$ cat config.mk
export PLATFORM = sky130hd
export DESIGN_NAME = or_reduce_pipe
export DESIGN_NICKNAME = d
export VERILOG_FILES = /design/src/rtl/or_reduce_pipe.sv
export SDC_FILE = /design/constraint.sdc
export NUM_CORES = 1
export LEC_CHECK = 0
export BUFFER_PORTS_ARGS = -buffer_cell sky130_fd_sc_hd__buf_2
export CAP_MARGIN = 20
export CORE_AREA = 3 3 40 42
export DETAILED_ROUTE_END_ITERATION = 8
export DIE_AREA = 0 0 43 45
export GPL_ROUTABILITY_DRIVEN = 0
export GPL_TIMING_DRIVEN = 0
export PLACE_DENSITY_LB_ADDON = 0.15
export SYNTH_ARGS = -nofsm -noshare
export SYNTH_HDL_FRONTEND = slang
export SYNTH_SLANG_ARGS = --single-unit
$ cat constraint.sdc
create_clock -name clk -period 1.55 [get_ports clk]
set_input_delay 0.155 -clock clk [delete_from_list [all_inputs] [get_ports clk]]
set_output_delay 0.155 -clock clk [all_outputs]
set_load 0.01 [all_outputs]
$ cat src/rtl/or_reduce_pipe.sv
// Pipelined FANIN-ary OR/NOR/AND/NAND reduction tree, one register rank per level,
// with valid/ready flow control and per-stage bubble collapsing.
module or_reduce_pipe #(
  parameter int WIDTH = 16,
  parameter int FANIN = 4
) (
  input  logic             clk,
  input  logic             rstb,
  input  logic [WIDTH-1:0] in,
  input  logic [1:0]       mode,
  input  logic             in_valid,
  output logic             in_ready,
  output logic             q,
  output logic             q_valid,
  input  logic             q_ready
);

  // Number of partial bits held by stage k: ceil(WIDTH / FANIN^(k+1)).
  function automatic int stage_w(input int k);
    int n;
    n = WIDTH;
    for (int i = 0; i <= k; i++) n = (n + FANIN - 1) / FANIN;
    return n;
  endfunction

  function automatic int calc_levels();
    int n;
    int l;
    n = WIDTH;
    l = 0;
    while (n > 1) begin
      n = (n + FANIN - 1) / FANIN;
      l++;
    end
    return (l < 1) ? 1 : l;
  endfunction

  localparam int LEVELS = calc_levels();

  logic [LEVELS-1:0]   valid_vec;
  logic [LEVELS-1:0]   load_vec;
  // Chunk k is the mode presented to stage k; chunk 0 comes straight from the port.
  logic [2*LEVELS-1:0] mode_chain;

  assign mode_chain[1:0] = mode;
  assign in_ready        = load_vec[0] & rstb;

  for (genvar gi = 0; gi < LEVELS; gi++) begin : stage
    localparam int WI = (gi == 0) ? WIDTH : stage_w(gi - 1);
    localparam int WO = stage_w(gi);

    logic [WI-1:0] din;
    logic [1:0]    mode_in;
    logic          valid_in;
    logic [WO-1:0] node;
    logic [WO-1:0] data_reg;
    logic          valid_reg;

    assign mode_in       = mode_chain[2*gi +: 2];
    assign valid_vec[gi] = valid_reg;

    if (gi == 0) begin : g_src
      assign din      = in;
      assign valid_in = in_valid;
    end else begin : g_src
      assign din      = stage[gi-1].data_reg;
      assign valid_in = valid_vec[gi-1];
    end

    // Missing tree inputs are tied to the identity of the selected operator.
    for (genvar gj = 0; gj < WO; gj++) begin : g_node
      logic [FANIN-1:0] grp;
      for (genvar gk = 0; gk < FANIN; gk++) begin : g_in
        if (gj * FANIN + gk < WI) begin : g_real
          assign grp[gk] = din[gj*FANIN+gk];
        end else begin : g_pad
          assign grp[gk] = mode_in[1];
        end
      end
      assign node[gj] = mode_in[1] ? (&grp) : (|grp);
    end

    if (gi == LEVELS - 1) begin : g_last
      assign load_vec[gi] = ~valid_reg | q_ready;
      assign q            = data_reg[0];
      assign q_valid      = valid_reg;

      always_ff @(posedge clk or negedge rstb) begin
        if (!rstb) begin
          valid_reg <= 1'b0;
          data_reg  <= '0;
        end else if (load_vec[gi]) begin
          valid_reg <= valid_in;
          if (valid_in) data_reg <= node ^ mode_in[0];
        end
      end
    end else begin : g_mid
      logic [1:0] mode_reg;

      assign load_vec[gi]               = ~valid_reg | load_vec[gi+1];
      assign mode_chain[2*(gi+1) +: 2]  = mode_reg;

      // Data only moves with a valid item, so bubbles leave the registers untouched.
      always_ff @(posedge clk or negedge rstb) begin
        if (!rstb) begin
          valid_reg <= 1'b0;
          data_reg  <= '0;
          mode_reg  <= 2'b00;
        end else if (load_vec[gi]) begin
          valid_reg <= valid_in;
          if (valid_in) begin
            data_reg <= node;
            mode_reg <= mode_in;
          end
        end
      end
    end
  end

endmodule

==> flow_metrics.py, run 1 <==
metrics = {
    "timing": {
        "fin_crit_sh_pct": 87.4,
        "final_max_slew_viol_count": 0,
        "finalHoldViolCount": 0,
        "finClkSkew_ps": 3.96,
        "whs_ps": 136,
        "setup-violations-final": 0,
        "rsz0062_at_grt": "false",
        "finalSetupTns_ps": 0,
        "worst_pin_slew_ps": 338,
        "max_slew_margin_pct": 77.2,
        "period_minus_slack_ps": 1360,
        "fmax_mhz": 738,
    },
    "synthesis": {
        "synth_top_cell_area_share_pct": 42.3,
        "synth_largest_area_cell": "dfrtp_1",
        "synth_edf_count": 0,
        "yosys-top-cells-area": "dfrtp_1 42%, a21boi_0 8.5%, a31o_1 6.6%, o21bai_1 5.6%, nand3_1 4.7%",
        "syn_area_um2": 533,
        "async_reset_ff_share_pct": 100,
        "synth-main-ff-cell": "dfrtp_1",
        "yosysWarnings": 0,
        "synth_cells": 53,
        "postSynthAreaPerCell_um2": 10.1,
        "ys_seq_area_share_pct": 42.3,
        "synth_cell_types": 21,
        "ys_ff_latch": 9,
        "postSynthNetCount": 75,
        "yosysMostFrequentCell": "dfrtp_1",
        "synth_commonest_cells": "9 x dfrtp_1, 6 x a21boi_0, 5 x nand2_1, 5 x nand3_1",
    },
    "clocking": {
        "clk_pin_slew_ps": 60,
        "cts_buffers": 3,
        "htreeDepth": 1,
        "postCtsResizedCells": 0,
        "cts_hold_buf": 1,
        "clk_latency_ps": 260,
        "cts.sinks": 9,
        "cts_root_buf": "clkbuf_4",
        "cts_tree": "built",
        "clockBufferDepth": 2,
        "post_cts_buffers": 0,
    },
    "placement": {
        "place_inst": 91,
        "dp_hpwl_um": 839,
        "portBuffers": 23,
    },
    "floorplanning": {
        "ios": 25,
        "core_mm2": 0.00128,
        "die_area_mm2": 0.00194,
        "rows": 13,
        "fp.dieW_um": 43,
        "die_h_um": 45,
        "initial_core_util_pct": 41.5,
    },
    "routing": {
        "drtIter0Drc": 0,
        "routedWlPerCell_um": 10.7,
        "vias_per_cell": 5.01,
        "first_pass_iters": 1,
        "drc": 0,
        "vias": 481,
        "final_antenna_net_count": 0,
        "drt-total-wl_um": 1030,
    },
    "global_routing": {
        "grt_use_total_pct": 12.6,
        "antenna_found_initial": 0,
        "grt_max_degree": 11,
        "grt_pass1_vias": 422,
        "overflow": 0,
        "grt_pass1_wl_um": 1640,
    },
    "finish": {
        "fillers": 136,
        "largest_reg_flops": 4,
        "num_antenna_cells": 0,
        "finalNetCount": 104,
        "drive_gt1_share_pct": 39.5,
        "finalNonFillerCells": 96,
        "area_growth_pct": 31.9,
    },
    "setup_path": {
        "path_class": "in2out",
        "r2r-start": "stage[0].valid_reg",
        "crit_arrival_ps": 1200,
        "cp.required_ps": 1390,
        "critPathMaxFanout": 10,
        "startpoint_type": "input pin",
        "critPathCaptureType": "primary output",
        "ff2ff_path_depth": 4,
        "r2r_end": "stage[0].g_mid.mode_reg[1]",
        "crit_path_start": "rstb",
        "rrSetupSlack_ps": 300,
    },
    "pwr": {
        "vdd_drop_max_mv": 0.459,
        "power_density_mw_per_mm2": 903,
        "leakagePower_nw": 0.344,
    },
    "min_path": {
        "holdCritPathClass": "in2reg",
        "hp-start": "mode[0]",
        "min_to": "stage[0].g_mid.mode_reg[0]",
        "min_path_cells": 3,
    },
    "run": {
        "maxCapViolCount": 0,
    },
    "outcome": {
        "status": "finished, final reports clean",
    },
}
-- critical path: stages --
cell and delay (ps):
dlygate4sd3_1 530, buf_2 200, and2_2 180, buf_2 130
-- layout by cell type (no fill, tap or decap), drive strengths merged, types with 2 or more instances in the layout --
cell type  instances
nand3              5
buf               25
nand2              5
nor3               4
a21boi             6
and2               2
a31o               4
nor4               2
nand2b             2
o21bai             4
dfrtp              9
clkbuf             4
-- kinds of logic (layout without fill, tap and decap cells) --
family / count (synthesis) / count (layout) / share of synthesized area (%)
AO/OA/AOI/OAI: 18 / 18 / 26.5
buffers and inverters: 3 / 31 / 3.52
flip-flops: 9 / 9 / 42.3
multiplexers: 1 / 1 / 2.82
AND/OR/NAND/NOR: 22 / 22 / 24.9
-- per-stage QoR --
step | cell area, um2 | worst slack, ps | power (mW) | utilization (%)
6_report | 703 | 195 | 0.635 | 54.7
5_1_grt | 703 | 128 | 0.678 | 54.7
4_1_cts | 703 | 178 | 0.642 | 54.7
3_5_place_dp | 667 | 312 | 0.458 | 51.9
3_3_place_gp | 667 | 301 | 0.453 | 51.9
2_1_floorplan | 533 | 327 | 0.395 | -
-- layout make-up --
class                      count  area (um2)  share of cell area, %
buffer                         2        15.0                   2.14
tap                           15        18.8                   2.67
clock buffer                   4        26.3                   3.74
sequential                     9         225                   32.0
timing repair buffer          24         125                   17.8
inverter                       1        3.75                  0.534
multi-input combinational     41         289                   41.1
-- power breakdown --
part / total, mW / internal (mW) / leakage, nW / switching (mW)
Clock: 0.182 / 0.0993 / 0.0150 / 0.0828
Combinational: 0.162 / 0.0924 / 0.221 / 0.0701
Sequential: 0.291 / 0.269 / 0.108 / 0.0218
-- worst max-delay path by stage --
stage	end	cells past startpoint
detailed placement	stage[0].g_mid.mode_reg[1]	4
floorplan	stage[0].g_mid.mode_reg[1]	4
finish	in_ready	4
global route	in_ready	4
CTS	in_ready	4
global placement	stage[0].g_mid.mode_reg[1]	4
-- layer usage --
metal  vias to the layer above  wire length, um  GRT usage [%]
li1                        255                -              -
met1                       201              426           12.7
met2                        21              483           19.8
met5                         -                0              0
met3                         4               75           3.59
met4                         0               44           14.5
Power figures use the tool's default switching activity.
==> run 2, diff against run 1 <==
--- a/config.mk
+++ b/config.mk
@@ -12,7 +12,9 @@
 export DIE_AREA = 0 0 43 45
 export GPL_ROUTABILITY_DRIVEN = 0
 export GPL_TIMING_DRIVEN = 0
+export MAX_ROUTING_LAYER = met4
 export PLACE_DENSITY_LB_ADDON = 0.15
+export SLEW_MARGIN = 20
 export SYNTH_ARGS = -nofsm -noshare
 export SYNTH_HDL_FRONTEND = slang
 export SYNTH_SLANG_ARGS = --single-unit
==> run 2 against run 1 <==
  * Sequential power about the same
  * Worst setup slack got worse by 0.91 ps
  * Maximum frequency about the same
  * Register-to-register slack about the same
  * Critical path type unchanged
  * Critical endpoint unchanged
  * Largest cell class unchanged
==> flow_metrics.py, run 2 (synthesis results as in run 1) <==
metrics = {
    "outcome": {
        "status": "finished, final reports clean",
    },
    "floorplanning": {
        "core_mm2": 0.00128,
        "fp.dieW_um": 43,
        "rows": 13,
        "die_h_um": 45,
        "die_area_mm2": 0.00194,
        "ios": 25,
        "initial_core_util_pct": 41.5,
    },
    "pwr": {
        "power_density_mw_per_mm2": 903,
        "comb_power_share_pct": 25.6,
        "clkPwrFrac_pct": 28.7,
        "switching_share_pct": 27.5,
        "power.share.sequential_pct": 45.7,
        "vdd_drop_max_mv": 0.459,
        "p_int_uw": 461,
        "p_switching_uw": 175,
        "leakagePower_nw": 0.344,
    },
    "timing": {
        "rsz0062_at_grt": "false",
        "worst_pin_slew_ps": 338,
        "period_minus_slack_ps": 1360,
        "whs_ps": 136,
        "final.setup.worst_slack_ps": 194,
        "finalHoldViolCount": 0,
        "setup-violations-final": 0,
        "max_slew_margin_pct": 77.2,
        "fin_crit_sh_pct": 87.5,
        "finalSetupTns_ps": 0,
        "finClkSkew_ps": 3.96,
        "final_max_slew_viol_count": 0,
        "fmax_mhz": 737,
    },
    "finish": {
        "num_antenna_cells": 0,
        "drive_gt1_share_pct": 39.5,
        "fillers": 136,
        "finalNetCount": 104,
        "area_growth_pct": 31.9,
        "largest_reg_flops": 4,
        "fin_area_um2": 703,
        "finalNonFillerCells": 96,
        "final_common_cell": "buf_2",
        "final_cell_mix": "23 x buf_2, 9 x dfrtp_1, 6 x a21boi_0",
    },
    "placement": {
        "post_dp_cell_area_um2": 667,
        "place_inst": 91,
        "dp_hpwl_um": 839,
        "portBuffers": 23,
        "dp_worst_setup_slack_ps": 312,
    },
    "clocking": {
        "cts.sinks": 9,
        "clk_latency_ps": 260,
        "post_cts_buffers": 0,
        "clockBufferDepth": 2,
        "clk_pin_slew_ps": 60,
        "cts_buffers": 3,
        "cts_root_buf": "clkbuf_4",
        "cts_tree": "built",
        "postCtsResizedCells": 0,
        "htreeDepth": 1,
    },
    "setup_path": {
        "crit_path_start": "rstb",
        "crit_arrival_ps": 1200,
        "path_class": "in2out",
        "cp.required_ps": 1390,
        "startpoint_type": "input pin",
        "r2r-start": "stage[0].valid_reg",
        "critPathMaxFanout": 10,
        "critPathCaptureType": "primary output",
    },
    "routing": {
        "drt-total-wl_um": 1030,
        "vias": 482,
        "routedWlPerCell_um": 10.7,
        "final_antenna_net_count": 0,
        "drtIter0Drc": 0,
        "vias_per_cell": 5.02,
        "first_pass_iters": 1,
        "drc": 0,
    },
    "min_path": {
        "hp-start": "mode[0]",
        "holdCritPathClass": "in2reg",
    },
    "global_routing": {
        "grt_pass1_wl_um": 1640,
        "overflow": 0,
        "grt_use_total_pct": 13.0,
        "antenna_found_initial": 0,
        "grt_pass1_vias": 424,
        "grt_max_degree": 11,
    },
    "run": {
        "maxCapViolCount": 0,
    },
}
## run 2: through the flow
step	power [mW]	util (%)
after floorplan	0.395	-
after global placement	0.453	51.9
after detailed placement	0.458	51.9
after CTS	0.642	54.7
after global routing	0.678	54.7
final	0.635	54.7
## run 2: area by class of cell
type                    count  area, um2  area share [%]
inverters                   1       3.75           0.534
multi-input cells          41        289            41.1
repair buffers             24        125            17.8
plain buffers               2       15.0            2.14
clock buffers               4       26.3            3.74
well taps                  15       18.8            2.67
flip-flops and latches      9        225            32.0
## run 2: power by group through the flow
stage | registers (mW) | clock network (mW) | logic, mW
after floorplan | 0.295 | 0 | 0.0995
after global placement | 0.294 | 0 | 0.159
after detailed placement | 0.295 | 0 | 0.163
after CTS | 0.291 | 0.186 | 0.166
after global routing | 0.295 | 0.201 | 0.181
final | 0.290 | 0.182 | 0.163
## run 2: final timing paths
kind	endpoint	slack, ps	cells past startpoint
min in group asynchronous	q	270	2
min reg2reg	stage[0].g_mid.mode_reg[1]	530	1
max in group asynchronous	stage[0].data_reg[0]	1090	2
min	stage[0].g_mid.mode_reg[0]	140	3
max	in_ready	190	4
max reg2reg	stage[0].g_mid.mode_reg[1]	300	4
## run 2: worst max-delay path, cell delays in order
cell           delay (ps)
dlygate4sd3_1         530
buf_2                 200
and2_2                190
buf_2                 130
## run 2: repair_timing
action | in CTS | in global routing
hold buffers | 1 | 0
endpoints found under the hold margin | 9 | 0
endpoints found under the setup margin | 0 | 0
## run 2: routing by layer
layer,global-route usage (%),share of wire [%],vias up
li1,-,-,255
met1,12.7,41,202
met2,19.8,47,21
met3,3.59,7.3,4
met4,14.5,4.3,0
met5,-,0,-
==> run 3, diff against run 2 <==
--- a/config.mk
+++ b/config.mk
@@ -8,12 +8,13 @@
 export BUFFER_PORTS_ARGS = -buffer_cell sky130_fd_sc_hd__buf_2
 export CAP_MARGIN = 20
 export CORE_AREA = 3 3 40 42
+export CTS_BUF_LIST = sky130_fd_sc_hd__clkbuf_4
 export DETAILED_ROUTE_END_ITERATION = 8
 export DIE_AREA = 0 0 43 45
 export GPL_ROUTABILITY_DRIVEN = 0
 export GPL_TIMING_DRIVEN = 0
 export MAX_ROUTING_LAYER = met4
-export PLACE_DENSITY_LB_ADDON = 0.15
+export PLACE_DENSITY = 0.7
 export SLEW_MARGIN = 20
 export SYNTH_ARGS = -nofsm -noshare
 export SYNTH_HDL_FRONTEND = slang
==> run 3 against run 2 <==
  * Hold slack lost 2.0 ps
  * Global-route usage shrank 0.076 points
  * Die area is the same
  * Critical endpoint unchanged
  * Final cell count is the same
  * Core utilization grew 0.29 points
  * Clock skew grew 4.2 ps
  * Critical path depth is the same
  * Count of clock-buffer cells in the layout is the same
  * Clock power grew 9.9%
  * Largest cell class unchanged
  * Critical path type unchanged
  * First-iteration DRC count grew 5
  * Final area grew 0.53%
==> flow_metrics.py, run 3 (synthesis results as in run 1) <==
metrics = {
    "outcome": {
        "status": "finished, final reports clean",
    },
    "timing": {
        "final_max_slew_viol_count": 0,
        "period_minus_slack_ps": 1360,
        "finalSetupTns_ps": 0,
        "max_slew_margin_pct": 77.1,
        "whs_ps": 134,
        "finalHoldViolCount": 0,
        "fin_crit_sh_pct": 87.4,
        "finClkSkew_ps": 8.14,
        "fmax_mhz": 738,
        "rsz0062_at_grt": "false",
        "worst_pin_slew_ps": 340,
        "setup-violations-final": 0,
    },
    "clocking": {
        "cts.sinks": 9,
        "post_cts_buffers": 0,
        "clk_latency_ps": 260,
        "cts_buffers": 3,
        "cts_tree": "built",
        "postCtsResizedCells": 0,
        "clockBufferDepth": 2,
        "htreeDepth": 1,
        "clk_pin_slew_ps": 70,
        "cts_root_buf": "clkbuf_4",
    },
    "routing": {
        "vias": 490,
        "vias_per_cell": 5.10,
        "final_antenna_net_count": 0,
        "drt-total-wl_um": 1040,
        "first_pass_iters": 2,
        "drtIter0Drc": 5,
        "routedWlPerCell_um": 10.9,
        "drc": 0,
    },
    "finish": {
        "finalNetCount": 104,
        "area_growth_pct": 32.6,
        "largest_reg_flops": 4,
        "drive_gt1_share_pct": 40.7,
        "finalNonFillerCells": 96,
        "num_antenna_cells": 0,
        "final_common_cell": "buf_2",
        "final_cell_mix": "23 x buf_2, 9 x dfrtp_1, 6 x a21boi_0",
    },
    "setup_path": {
        "startpoint_type": "input pin",
        "critPathCaptureType": "primary output",
        "ff2ff_path_depth": 4,
        "critPathMaxStageDelay_ps": 530,
        "r2r_end": "stage[0].g_mid.mode_reg[1]",
        "rrSetupSlack_ps": 310,
        "crit_arrival_ps": 1200,
        "path_class": "in2out",
        "critical_path_buf_inv_count": 3,
        "critPathMaxFanout": 10,
        "crit_path_start": "rstb",
        "cp.depth": 4,
        "slowest_stage": "dlygate4sd3_1",
        "critPathTopFamily": "buffers and inverters",
        "crit_end": "in_ready",
        "cp.required_ps": 1390,
        "crit_chain": "dlygate4sd3_1, buf_2, and2_2, buf_2",
        "path_common_cell": "buf_2",
        "r2r-start": "stage[0].valid_reg",
    },
    "floorplanning": {
        "ios": 25,
        "core_mm2": 0.00128,
        "rows": 13,
        "fp.dieW_um": 43,
        "initial_core_util_pct": 41.5,
        "die_h_um": 45,
        "die_area_mm2": 0.00194,
    },
    "pwr": {
        "leakagePower_nw": 0.347,
        "p_switching_uw": 174,
        "power.share.sequential_pct": 44.6,
        "p_int_uw": 478,
        "power_density_mw_per_mm2": 922,
        "comb_power_share_pct": 24.8,
        "switching_share_pct": 26.7,
        "clkPwrFrac_pct": 30.6,
        "vdd_drop_max_mv": 0.391,
    },
    "min_path": {
        "holdCritPathClass": "in2reg",
    },
    "placement": {
        "place_inst": 91,
        "dp_hpwl_um": 837,
        "portBuffers": 23,
    },
    "global_routing": {
        "grt_pass1_vias": 455,
        "grt_use_total_pct": 12.9,
        "antenna_found_initial": 0,
        "grt_pass1_wl_um": 1790,
        "grt_max_degree": 11,
        "overflow": 0,
    },
    "run": {
        "maxCapViolCount": 0,
    },
}
-- run 3: cell counts in the layout (fill, tap and decap cells not counted) --
Identical to the previous run, type by type.
-- run 3: worst min-delay path, delay by kind of cell --
kind | cells | cell delay (ps)
simple gates | 1 | 60
buf+inv | 1 | 80
compound gates | 1 | 60
-- run 3: timing repair --
item	4_1_cts	5_1_grt
hold buffers	1	0
hold endpoints to repair	9	0
endpoints found under the setup margin	0	0
-- run 3: worst min-delay path by stage --
stage                 start                          to  slack, ps  cells past startpoint
finish              mode[0]  stage[0].g_mid.mode_reg[0]        130                      3
detailed placement     rstb                     q_valid         20                      1
floorplan              rstb                           q       -140                      0
global placement       rstb                           q         20                      1
CTS                 mode[0]  stage[0].g_mid.mode_reg[0]        130                      3
global route        mode[0]  stage[0].g_mid.mode_reg[0]        130                      3
-- run 3: stage by stage --
| stage | worst slack (ps) | power, mW | util [%] | cell area (um2) |
|---|---|---|---|---|
| 3_3_place_gp | 297 | 0.452 | 51.9 | 667 |
| 2_1_floorplan | 327 | 0.395 | - | 533 |
| 3_5_place_dp | 303 | 0.456 | 51.9 | 667 |
| 4_1_cts | 179 | 0.659 | 55.0 | 707 |
| 5_1_grt | 118 | 0.694 | 55.0 | 707 |
| 6_report | 195 | 0.652 | 55.0 | 707 |
-- run 3: per-layer routing --
layer	global-route usage (%)	wire [um]	vias to the layer above	share of wire, %
li1	-	-	255	-
met1	15.0	430	214	41
met2	21.3	516	21	49
met3	3.59	96	0	9.2
met4	5.42	0	0	0
met5	-	0	-	0
-- run 3: layout make-up --
type	instances	area (um2)
Fill cell	121	578
Multi-Input combinational cell	41	289
Sequential cell	9	225
Timing Repair Buffer	24	125
Clock buffer	4	30.0
Tap cell	15	18.8
Buffer	2	15.0
Inverter	1	3.75
-- run 3: power by group through the flow --
| stage | sequential (mW) | combinational, mW | clock (mW) |
|---|---|---|---|
| 4_1_cts | 0.290 | 0.164 | 0.205 |
| 6_report | 0.291 | 0.162 | 0.200 |
| 3_3_place_gp | 0.294 | 0.158 | 0 |
| 3_5_place_dp | 0.294 | 0.162 | 0 |
| 5_1_grt | 0.297 | 0.180 | 0.217 |
| 2_1_floorplan | 0.295 | 0.0995 | 0 |
